### src/rtl/connect4_turn_ctrl.sv
// Turn sequencer in front of the connect4 board engine: tags user moves with the player to move,
// issues them over the op handshake and reports one event per move.
// Latency: mv fire -> c4_op_valid 1 cycle; c4_re fire -> ev_valid 1 cycle; ev fire -> mv_ready 1 cycle.
// Backpressure: one move in flight; op/ev held stable until their ready, mv_ready low until the event is consumed.
//
// Ports:
//   clk, rst_n                          clock, asynchronous active-low reset
//   mv_valid/mv_ready/mv_col            user column selection stream
//   c4_op_valid/ready/player_id/col_id  move issued to connect4
//   c4_re_valid/ready/err/is_finished/winner/tie   result returned by connect4
//   ev_valid/ready/code/player/move_num event to the reporter (code 0=OK 1=ERR 2=WIN 3=TIE)
//   score0, score1, game_cnt            saturating statistics
//
// Build option: define CONNECT4_TURN_CTRL_STATS_EN to instantiate the win/game counters;
// otherwise score0, score1 and game_cnt are tied to 0.

module connect4_turn_ctrl #(
    parameter int SCORE_W      = 8,
    parameter bit FIRST_PLAYER = 1'b0
) (
    input  logic               clk,
    input  logic               rst_n,
    input  logic               mv_valid,
    output logic               mv_ready,
    input  logic [2:0]         mv_col,
    input  logic               c4_op_ready,
    output logic               c4_op_valid,
    output logic               c4_op_player_id,
    output logic [2:0]         c4_op_col_id,
    input  logic               c4_re_valid,
    output logic               c4_re_ready,
    input  logic               c4_re_err,
    input  logic               c4_re_is_finished,
    input  logic               c4_re_winner,
    input  logic               c4_re_tie,
    output logic               ev_valid,
    input  logic               ev_ready,
    output logic [1:0]         ev_code,
    output logic               ev_player,
    output logic [5:0]         ev_move_num,
    output logic [SCORE_W-1:0] score0,
    output logic [SCORE_W-1:0] score1,
    output logic [SCORE_W-1:0] game_cnt
);

    localparam logic [1:0] EV_OK  = 2'd0;
    localparam logic [1:0] EV_ERR = 2'd1;
    localparam logic [1:0] EV_WIN = 2'd2;
    localparam logic [1:0] EV_TIE = 2'd3;

    typedef enum logic [1:0] {
        IDLE    = 2'd0,
        ISSUE   = 2'd1,
        WAIT_RE = 2'd2,
        REPORT  = 2'd3
    } state_t;

    state_t state, state_nxt;

    logic       cur_player, cur_player_nxt;
    logic       starter, starter_nxt;
    logic [5:0] move_cnt, move_cnt_nxt;
    logic [5:0] move_inc;

    logic       mv_ready_nxt, op_valid_nxt, op_player_nxt, re_ready_nxt, ev_valid_nxt;
    logic [2:0] op_col_nxt;
    logic [1:0] ev_code_nxt;
    logic       ev_player_nxt;
    logic [5:0] ev_move_num_nxt;

    logic mv_fire, op_fire, re_fire, ev_fire;

    assign mv_fire = mv_valid & mv_ready;
    assign op_fire = c4_op_valid & c4_op_ready;
    assign re_fire = c4_re_valid & c4_re_ready;
    assign ev_fire = ev_valid & ev_ready;

    // Saturates rather than wrapping should connect4 ever fail to finish a game.
    assign move_inc = (move_cnt == 6'h3f) ? move_cnt : move_cnt + 6'd1;

    // State register
    always_ff @(posedge clk or negedge rst_n) begin
        if (!rst_n) begin
            state <= IDLE;
        end else begin
            state <= state_nxt;
        end
    end

    // Next-state logic
    always_comb begin
        state_nxt = state;
        case (state)
            IDLE:    if (mv_fire) state_nxt = ISSUE;
            ISSUE:   if (op_fire) state_nxt = WAIT_RE;
            WAIT_RE: if (re_fire) state_nxt = REPORT;
            REPORT:  if (ev_fire) state_nxt = IDLE;
            default: state_nxt = IDLE;
        endcase
    end

    // Output / datapath next values; everything is registered below.
    always_comb begin
        mv_ready_nxt    = mv_ready;
        op_valid_nxt    = c4_op_valid;
        op_player_nxt   = c4_op_player_id;
        op_col_nxt      = c4_op_col_id;
        re_ready_nxt    = c4_re_ready;
        ev_valid_nxt    = ev_valid;
        ev_code_nxt     = ev_code;
        ev_player_nxt   = ev_player;
        ev_move_num_nxt = ev_move_num;
        cur_player_nxt  = cur_player;
        starter_nxt     = starter;
        move_cnt_nxt    = move_cnt;
        case (state)
            IDLE: begin
                if (mv_fire) begin
                    mv_ready_nxt  = 1'b0;
                    op_valid_nxt  = 1'b1;
                    op_col_nxt    = mv_col;
                    op_player_nxt = cur_player;
                end
            end
            ISSUE: begin
                if (op_fire) begin
                    op_valid_nxt = 1'b0;
                    re_ready_nxt = 1'b1;
                end
            end
            WAIT_RE: begin
                if (re_fire) begin
                    re_ready_nxt  = 1'b0;
                    ev_valid_nxt  = 1'b1;
                    ev_player_nxt = c4_op_player_id;
                    if (c4_re_err) begin
                        // Rejected move: same player retries, piece count unchanged.
                        ev_code_nxt     = EV_ERR;
                        ev_move_num_nxt = move_cnt;
                    end else begin
                        ev_move_num_nxt = move_inc;
                        if (c4_re_is_finished) begin
                            // connect4 clears tie when a win is found, so tie wins the decode.
                            ev_code_nxt    = c4_re_tie ? EV_TIE : EV_WIN;
                            move_cnt_nxt   = 6'd0;
                            starter_nxt    = ~starter;
                            cur_player_nxt = ~starter;
                        end else begin
                            ev_code_nxt    = EV_OK;
                            move_cnt_nxt   = move_inc;
                            cur_player_nxt = ~cur_player;
                        end
                    end
                end
            end
            REPORT: begin
                if (ev_fire) begin
                    ev_valid_nxt = 1'b0;
                    mv_ready_nxt = 1'b1;
                end
            end
            default: ;
        endcase
    end

    always_ff @(posedge clk or negedge rst_n) begin
        if (!rst_n) begin
            mv_ready        <= 1'b1;
            c4_op_valid     <= 1'b0;
            c4_op_player_id <= FIRST_PLAYER;
            c4_op_col_id    <= 3'd0;
            c4_re_ready     <= 1'b0;
            ev_valid        <= 1'b0;
            ev_code         <= EV_OK;
            ev_player       <= 1'b0;
            ev_move_num     <= 6'd0;
            cur_player      <= FIRST_PLAYER;
            starter         <= FIRST_PLAYER;
            move_cnt        <= 6'd0;
        end else begin
            mv_ready        <= mv_ready_nxt;
            c4_op_valid     <= op_valid_nxt;
            c4_op_player_id <= op_player_nxt;
            c4_op_col_id    <= op_col_nxt;
            c4_re_ready     <= re_ready_nxt;
            ev_valid        <= ev_valid_nxt;
            ev_code         <= ev_code_nxt;
            ev_player       <= ev_player_nxt;
            ev_move_num     <= ev_move_num_nxt;
            cur_player      <= cur_player_nxt;
            starter         <= starter_nxt;
            move_cnt        <= move_cnt_nxt;
        end
    end

`ifdef CONNECT4_TURN_CTRL_STATS_EN
    localparam logic [SCORE_W-1:0] CNT_ONE = {{(SCORE_W-1){1'b0}}, 1'b1};

    logic game_done, win0, win1;

    assign game_done = re_fire & ~c4_re_err & c4_re_is_finished;
    assign win0      = game_done & ~c4_re_tie & ~c4_re_winner;
    assign win1      = game_done & ~c4_re_tie &  c4_re_winner;

    always_ff @(posedge clk or negedge rst_n) begin
        if (!rst_n) begin
            score0   <= '0;
            score1   <= '0;
            game_cnt <= '0;
        end else begin
            if (win0 && score0 != '1)       score0   <= score0 + CNT_ONE;
            if (win1 && score1 != '1)       score1   <= score1 + CNT_ONE;
            if (game_done && game_cnt != '1) game_cnt <= game_cnt + CNT_ONE;
        end
    end
`else
    assign score0   = '0;
    assign score1   = '0;
    assign game_cnt = '0;

    // Winner is only consumed by the counters.
    logic unused_winner;
    assign unused_winner = c4_re_winner;
`endif

endmodule

### config.mk
export PLATFORM = sky130hd
export DESIGN_NAME = connect4_turn_ctrl
export DESIGN_NICKNAME = d
export VERILOG_FILES = /design/src/rtl/connect4_turn_ctrl.sv
export SDC_FILE = /design/constraint.sdc
export NUM_CORES = 1
export LEC_CHECK = 0
export CAP_MARGIN = 30
export CORE_MARGIN = 8
export CORE_UTILIZATION = 50
export CTS_CLUSTER_SIZE = 14
export DETAILED_ROUTE_END_ITERATION = 10
export GPL_ROUTABILITY_DRIVEN = 1
export GPL_TIMING_DRIVEN = 0
export PLACE_DENSITY_LB_ADDON = 0.12
export RECOVER_POWER = 100
export SYNTH_ARGS = -nofsm -noshare
export SYNTH_HDL_FRONTEND = slang
export SYNTH_SLANG_ARGS = --single-unit
### constraint.sdc
create_clock -name clk -period 2.8 [get_ports clk]
set_clock_uncertainty 0.1 [all_clocks]
set_input_delay 0.56 -clock clk [delete_from_list [all_inputs] [get_ports clk]]
set_output_delay 0.56 -clock clk [all_outputs]
set_load 0.1 [all_outputs]
==> impl_metrics.yaml, run 1 <==
status:
  status: "complete, no violations"
finish:
  drive_gt1_share_pct: 18.06
  seqCellArea_sq_um: 676.9
  syn2layout_area_growth_pct: 23.26
  fin_area_sq_um: 2088
  fin_util_pct: 63.58
  fin_nets: 247
  finalNonFillerCells: 273
  multi_input_area_sq_um: 803.3
  fillerInstances: 312
  num_antenna_cells: 0
drt:
  wl_mm: 3.789
  first_pass_iters: 4
  dr_total_vias: 1358
  post_drt_wl_per_cell_microns: 13.88
  drc: 0
  drt_iter0_drc: 61
  postRouteAntennaNets: 0
  avgViaCountPerCell: 4.974
global_route:
  antenna_found_initial: 0
  use_met3_pct: 4.043
  grt_usage_pct: 14.23
  use_met2_pct: 24.41
  grt_pass1_wl_mm: 6.223
  top_usage_layer: "met2"
  use_met1_pct: 16.08
  grt_max_degree: 20
  gr-total-overflow: 0
  grt_pass1_vias: 1351
cts:
  clock_path_buffers: 2
  numCtsBuffers: 3
  clock_sinks: 27
  htreeDepth: 1
  post_cts_resized: 0
  hold_buffers: 0
  cts-root-buf: "clkbuf_4"
  cts_tree: "yes"
  path_clk_slew_ps: 140
  post_cts_buffers: 0
  clk_latency_ps: 330
power:
  peakVddDrop_uv: 164.5
  power.share.sequential_pct: 51.1
  p_leak_nw: 1.054
  power_density_nw_per_um2: 368.0
  total_power_uw: 768.4
  switchingPower_uw: 282.9
  sw_frac_of_total_pct: 36.81
  power_frac_clock_pct: 22.5
  internal_power_uw: 485.5
  combPwrFrac_pct: 26.4
critical_path:
  crit_buf_inv: 1
  critPathTopFamily: "buffers and inverters"
  cp_slowest_stage_delay_ps: 1150
  crit_arrival_ps: 2070
  crit_path_max_fanout: 5
  end_kind: "output pin"
  start_kind: "register"
  crit_slowest_cell: "clkdlybuf4s50_1"
  critPathKind: "reg2out"
  cp.required_ps: 2140
  crit_path_cell_trace: "clkdlybuf4s50_1"
timing:
  setup_viol: 0
  period_needed_ps: 2735
  slew_violations: 0
  slew_headroom_pct: 27.96
  fin_crit_sh_pct: 97.68
  finalHoldViolCount: 0
  rsz0062_at_grt: "no"
  fmax_ghz: 0.3656
  fin_ws_ps: 65.09
  worst_pin_slew_ps: 1053
  tns_ps: 0
  timing.hold.ws_ps: 384.9
synth:
  synth_cell_type_count: 47
  synth_ff_type: "dfrtp_1"
  netlist_area_sq_um: 1694
  ys_ff_latch: 27
  avgSynthCellArea_sq_um: 9.793
  synth_edf_count: 0
  yosys-top-cells-area: "dfrtp_1, buf_4, ha_1"
  synth_top_area_share_pct: 38.40
  synth_cells: 173
  synthArstFlopShare_pct: 100.0
  synth_area_leader_cell: "dfrtp_1"
  synth_warnings: 0
  synth_seq_area_share_pct: 39.96
place:
  gp_congestion: 0.9392
  place_hpwl_mm: 3.029
  dpl_worst_slack_ps: 441.9
  io_buffers: 26
  placed_area_sq_um: 2126
  dp.cells: 269
floorplan:
  die_h_microns: 74.21
  ioPinCount: 54
  dieArea_sq_um: 5507
  initial_utilization_pct: 51.58
  die_w_microns: 74.21
  rows: 21
  core_area_sq_um: 3284
min_path:
  hp-class: "reg2reg"
job:
  cap_violations: 0
==> cells in the mapped netlist, types with 2 or more instances <==
cell,instances
a211oi_1,2
a21oi_1,7
a31oi_1,2
a41oi_1,2
and2_1,2
and3_1,2
buf_4,27
clkbuf_1,3
dfrtp_1,26
ha_1,6
inv_1,9
mux2_2,5
mux2i_1,3
nand2_1,20
nand3_1,5
nand4_1,2
nor2_1,6
nor3_1,2
o211ai_1,2
o21ai_0,10
o31ai_1,4
==> area by class of cell <==
| cell class | instances | area share, % |
|---|---|---|
| plain buffers | 32 | 10.84 |
| inverters | 9 | 1.618 |
| well taps | 46 | 2.756 |
| flip-flops and latches | 27 | 32.41 |
| clock buffers | 4 | 1.258 |
| multi-input cells | 128 | 38.47 |
| repair buffers | 27 | 12.64 |
==> registers in the layout (all words and copies together), names as in the netlist <==
signal,flops
ev_player,1
move_cnt,6
ev_code,2
starter,1
c4_re_ready,1
c4_op_col_id,3
mv_ready,1
ev_move_num,6
cur_player,1
state,2
ev_valid,1
c4_op_player_id,1
c4_op_valid,1
==> worst register-to-register path: stages, from the launching register on <==
cell       delay [ps]
dfrtp_1           410
inv_1             100
ha_1              280
a21boi_0          170
a2111oi_0         910
mux2_4            360
==> cells in the final DEF, fill, tap and decap left out, types with 3 or more instances in the layout <==
master           count
a21boi_0             3
a21oi_1              7
buf_4               26
clkbuf_1             6
clkbuf_4             3
clkdlybuf4s50_1      9
conb_1              24
dfrtp_1             26
dlygate4sd3_1       17
ha_1                 6
inv_1                9
mux2_2               5
mux2i_1              3
nand2_1             20
nand3_1              5
nor2_1               6
o21ai_0             10
o31ai_1              4
==> kinds of logic after synthesis <==
family	synth area share [%]
flip-flops	39.96
adder cells (fa/ha/maj)	4.431
AND/OR/NAND/NOR	14.77
multiplexers	5.982
AO/OA/AOI/OAI	18.54
XOR/XNOR	0.5171
other	0.2214
buffers and inverters	15.58
==> power by group through the flow <==
stage               Combinational, mW  Clock [mW]  Sequential, mW
floorplan                       0.176           0           0.400
global route                    0.211       0.195           0.393
finish                          0.203       0.173           0.393
detailed placement              0.206           0           0.400
global placement                0.200           0           0.400
CTS                             0.206       0.176           0.393
==> worst paths after layout <==
| kind | from | end | slack (ps) | cells past startpoint |
|---|---|---|---|---|
| worst max register to register | state[0] | state[1] | 390 | 5 |
| worst max-delay path | mv_ready | mv_ready | 70 | 1 |
| max in group asynchronous | rst_n | ev_code[0] | 860 | 2 |
| worst min-delay path | starter | starter | 380 | 1 |
| worst min register to register | starter | starter | 380 | 1 |
| min in group asynchronous | rst_n | ev_move_num[0] | 480 | 1 |
==> metal layers <==
layer  vias to the layer above  wire (microns)  part of all wire, %
li1                        672               -                    -
met1                       641            1563                   41
met2                        41            1848                   49
met3                         4             333                  8.8
met4                         0              42                  1.1
met5                         -               0                    0
(Power assumes the default switching activity.)
==> run 2, diff against run 1 <==
--- a/config.mk
+++ b/config.mk
@@ -14,6 +14,7 @@
 export GPL_TIMING_DRIVEN = 0
 export PLACE_DENSITY_LB_ADDON = 0.12
 export RECOVER_POWER = 100
+export REMOVE_ABC_BUFFERS = 1
 export SYNTH_ARGS = -nofsm -noshare
 export SYNTH_HDL_FRONTEND = slang
 export SYNTH_SLANG_ARGS = --single-unit
==> impl_metrics.yaml, run 2 (synthesis gave the netlist of run 1 again) <==
status:
  status: "complete, no violations"
finish:
  fillerInstances: 293
  mostFrequentLayoutCell: "dfrtp_1"
  top_regs: "ev_move_num: 6 flops, move_cnt: 6 flops, c4_op_col_id: 3 flops"
  num_antenna_cells: 0
  fin_area_sq_um: 1897
  layout_common_cells: "dfrtp_1, conb_1, nand2_1"
  seqCellArea_sq_um: 676.9
  fin_util_pct: 57.75
  fin_nets: 217
  multi_input_area_sq_um: 814.5
  finalNonFillerCells: 243
  syn2layout_area_growth_pct: 11.96
  drive_gt1_share_pct: 8.122
power:
  total_power_uw: 741.8
  peakVddDrop_uv: 235.5
  internal_power_uw: 461.8
  switchingPower_uw: 280.0
  p_leak_nw: 0.9048
  power.share.sequential_pct: 52.9
  combPwrFrac_pct: 23.7
  sw_frac_of_total_pct: 37.74
  power_frac_clock_pct: 23.3
  power_density_nw_per_um2: 391.1
timing:
  fmax_ghz: 0.3679
  fin_ws_ps: 82.10
  setup_viol: 0
  period_needed_ps: 2718
  finalHoldViolCount: 0
  tns_ps: 0
  slew_headroom_pct: 33.83
  fin_crit_sh_pct: 97.07
  slew_violations: 0
  rsz0062_at_grt: "no"
  worst_pin_slew_ps: 989.3
  timing.hold.ws_ps: 386.3
drt:
  avgViaCountPerCell: 5.218
  dr_total_vias: 1268
  drc: 0
  first_pass_iters: 4
  drt_iter0_drc: 42
  wl_mm: 3.485
  postRouteAntennaNets: 0
  post_drt_wl_per_cell_microns: 14.34
cts:
  cts-root-buf: "clkbuf_4"
  clock_path_buffers: 2
  htreeDepth: 1
  clock_sinks: 27
  numCtsBuffers: 3
  clk_latency_ps: 330
  hold_buffers: 0
  post_cts_buffers: 0
  path_clk_slew_ps: 150
  post_cts_resized: 0
  cts_tree: "yes"
min_path:
  whs_endpoint: "starter"
  hp-class: "reg2reg"
  hold_depth: 1
  min-delay-start: "starter"
place:
  place_hpwl_mm: 2.713
  io_buffers: 28
  dp.cells: 239
  placed_area_sq_um: 1916
  dpl_worst_slack_ps: 450.1
  gp_congestion: 0.9503
floorplan:
  ioPinCount: 54
  die_w_microns: 74.21
  initial_utilization_pct: 51.58
  core_area_sq_um: 3284
  die_h_microns: 74.21
  rows: 21
  dieArea_sq_um: 5507
critical_path:
  critPathKind: "reg2out"
  r2r-end: "state[1]"
  start_kind: "register"
  crit_path_max_fanout: 5
  cp.required_ps: 2140
  cp_num_cells: 1
  crit_arrival_ps: 2060
  cp_slowest_stage_delay_ps: 1140
  critPathTopFamily: "buffers and inverters"
  crit_slowest_cell: "clkdlybuf4s50_1"
  end_kind: "output pin"
  crit_path_cell_trace: "clkdlybuf4s50_1"
  crit_buf_inv: 1
  worstReg2RegStart: "state[0]"
  reg2reg_depth: 5
  reg2reg_slack_ps: 510
global_route:
  grt_max_degree: 17
  grt_usage_pct: 12.62
  gr-total-overflow: 0
  antenna_found_initial: 0
  grt_pass1_wl_mm: 5.582
  grt_pass1_vias: 1208
job:
  cap_violations: 0
==> run 2: power groups by stage <==
stage | registers [mW] | logic, mW | clock network, mW
after floorplan | 0.400 | 0.145 | 0
after global placement | 0.400 | 0.175 | 0
after detailed placement | 0.400 | 0.180 | 0
after CTS | 0.393 | 0.180 | 0.183
after global routing | 0.393 | 0.182 | 0.192
final | 0.393 | 0.176 | 0.173
==> run 2: cell type report <==
cell class              count  area share [%]
multi-input cells         128           42.94
flip-flops and latches     27           35.69
repair buffers             29           14.97
well taps                  46           3.034
inverters                   9           1.781
clock buffers               3           1.187
clock inverters             1          0.3958
==> run 2: how the worst max path moves through the flow <==
stage	start	to	slack, ps
after floorplan	c4_op_valid	state[1]	650
after global placement	mv_ready	mv_ready	450
after detailed placement	mv_ready	mv_ready	450
after CTS	mv_ready	mv_ready	60
after global routing	mv_ready	mv_ready	40
final	mv_ready	mv_ready	80
==> run 2: per-layer routing <==
metal	track usage, %	wire (microns)	share of wire, %	vias up
li1	-	-	-	614
met1	15.24	1491	43	592
met2	21.29	1631	47	55
met3	2.695	304	8.7	7
met4	5.000	57	1.6	0
met5	0	0	0	-
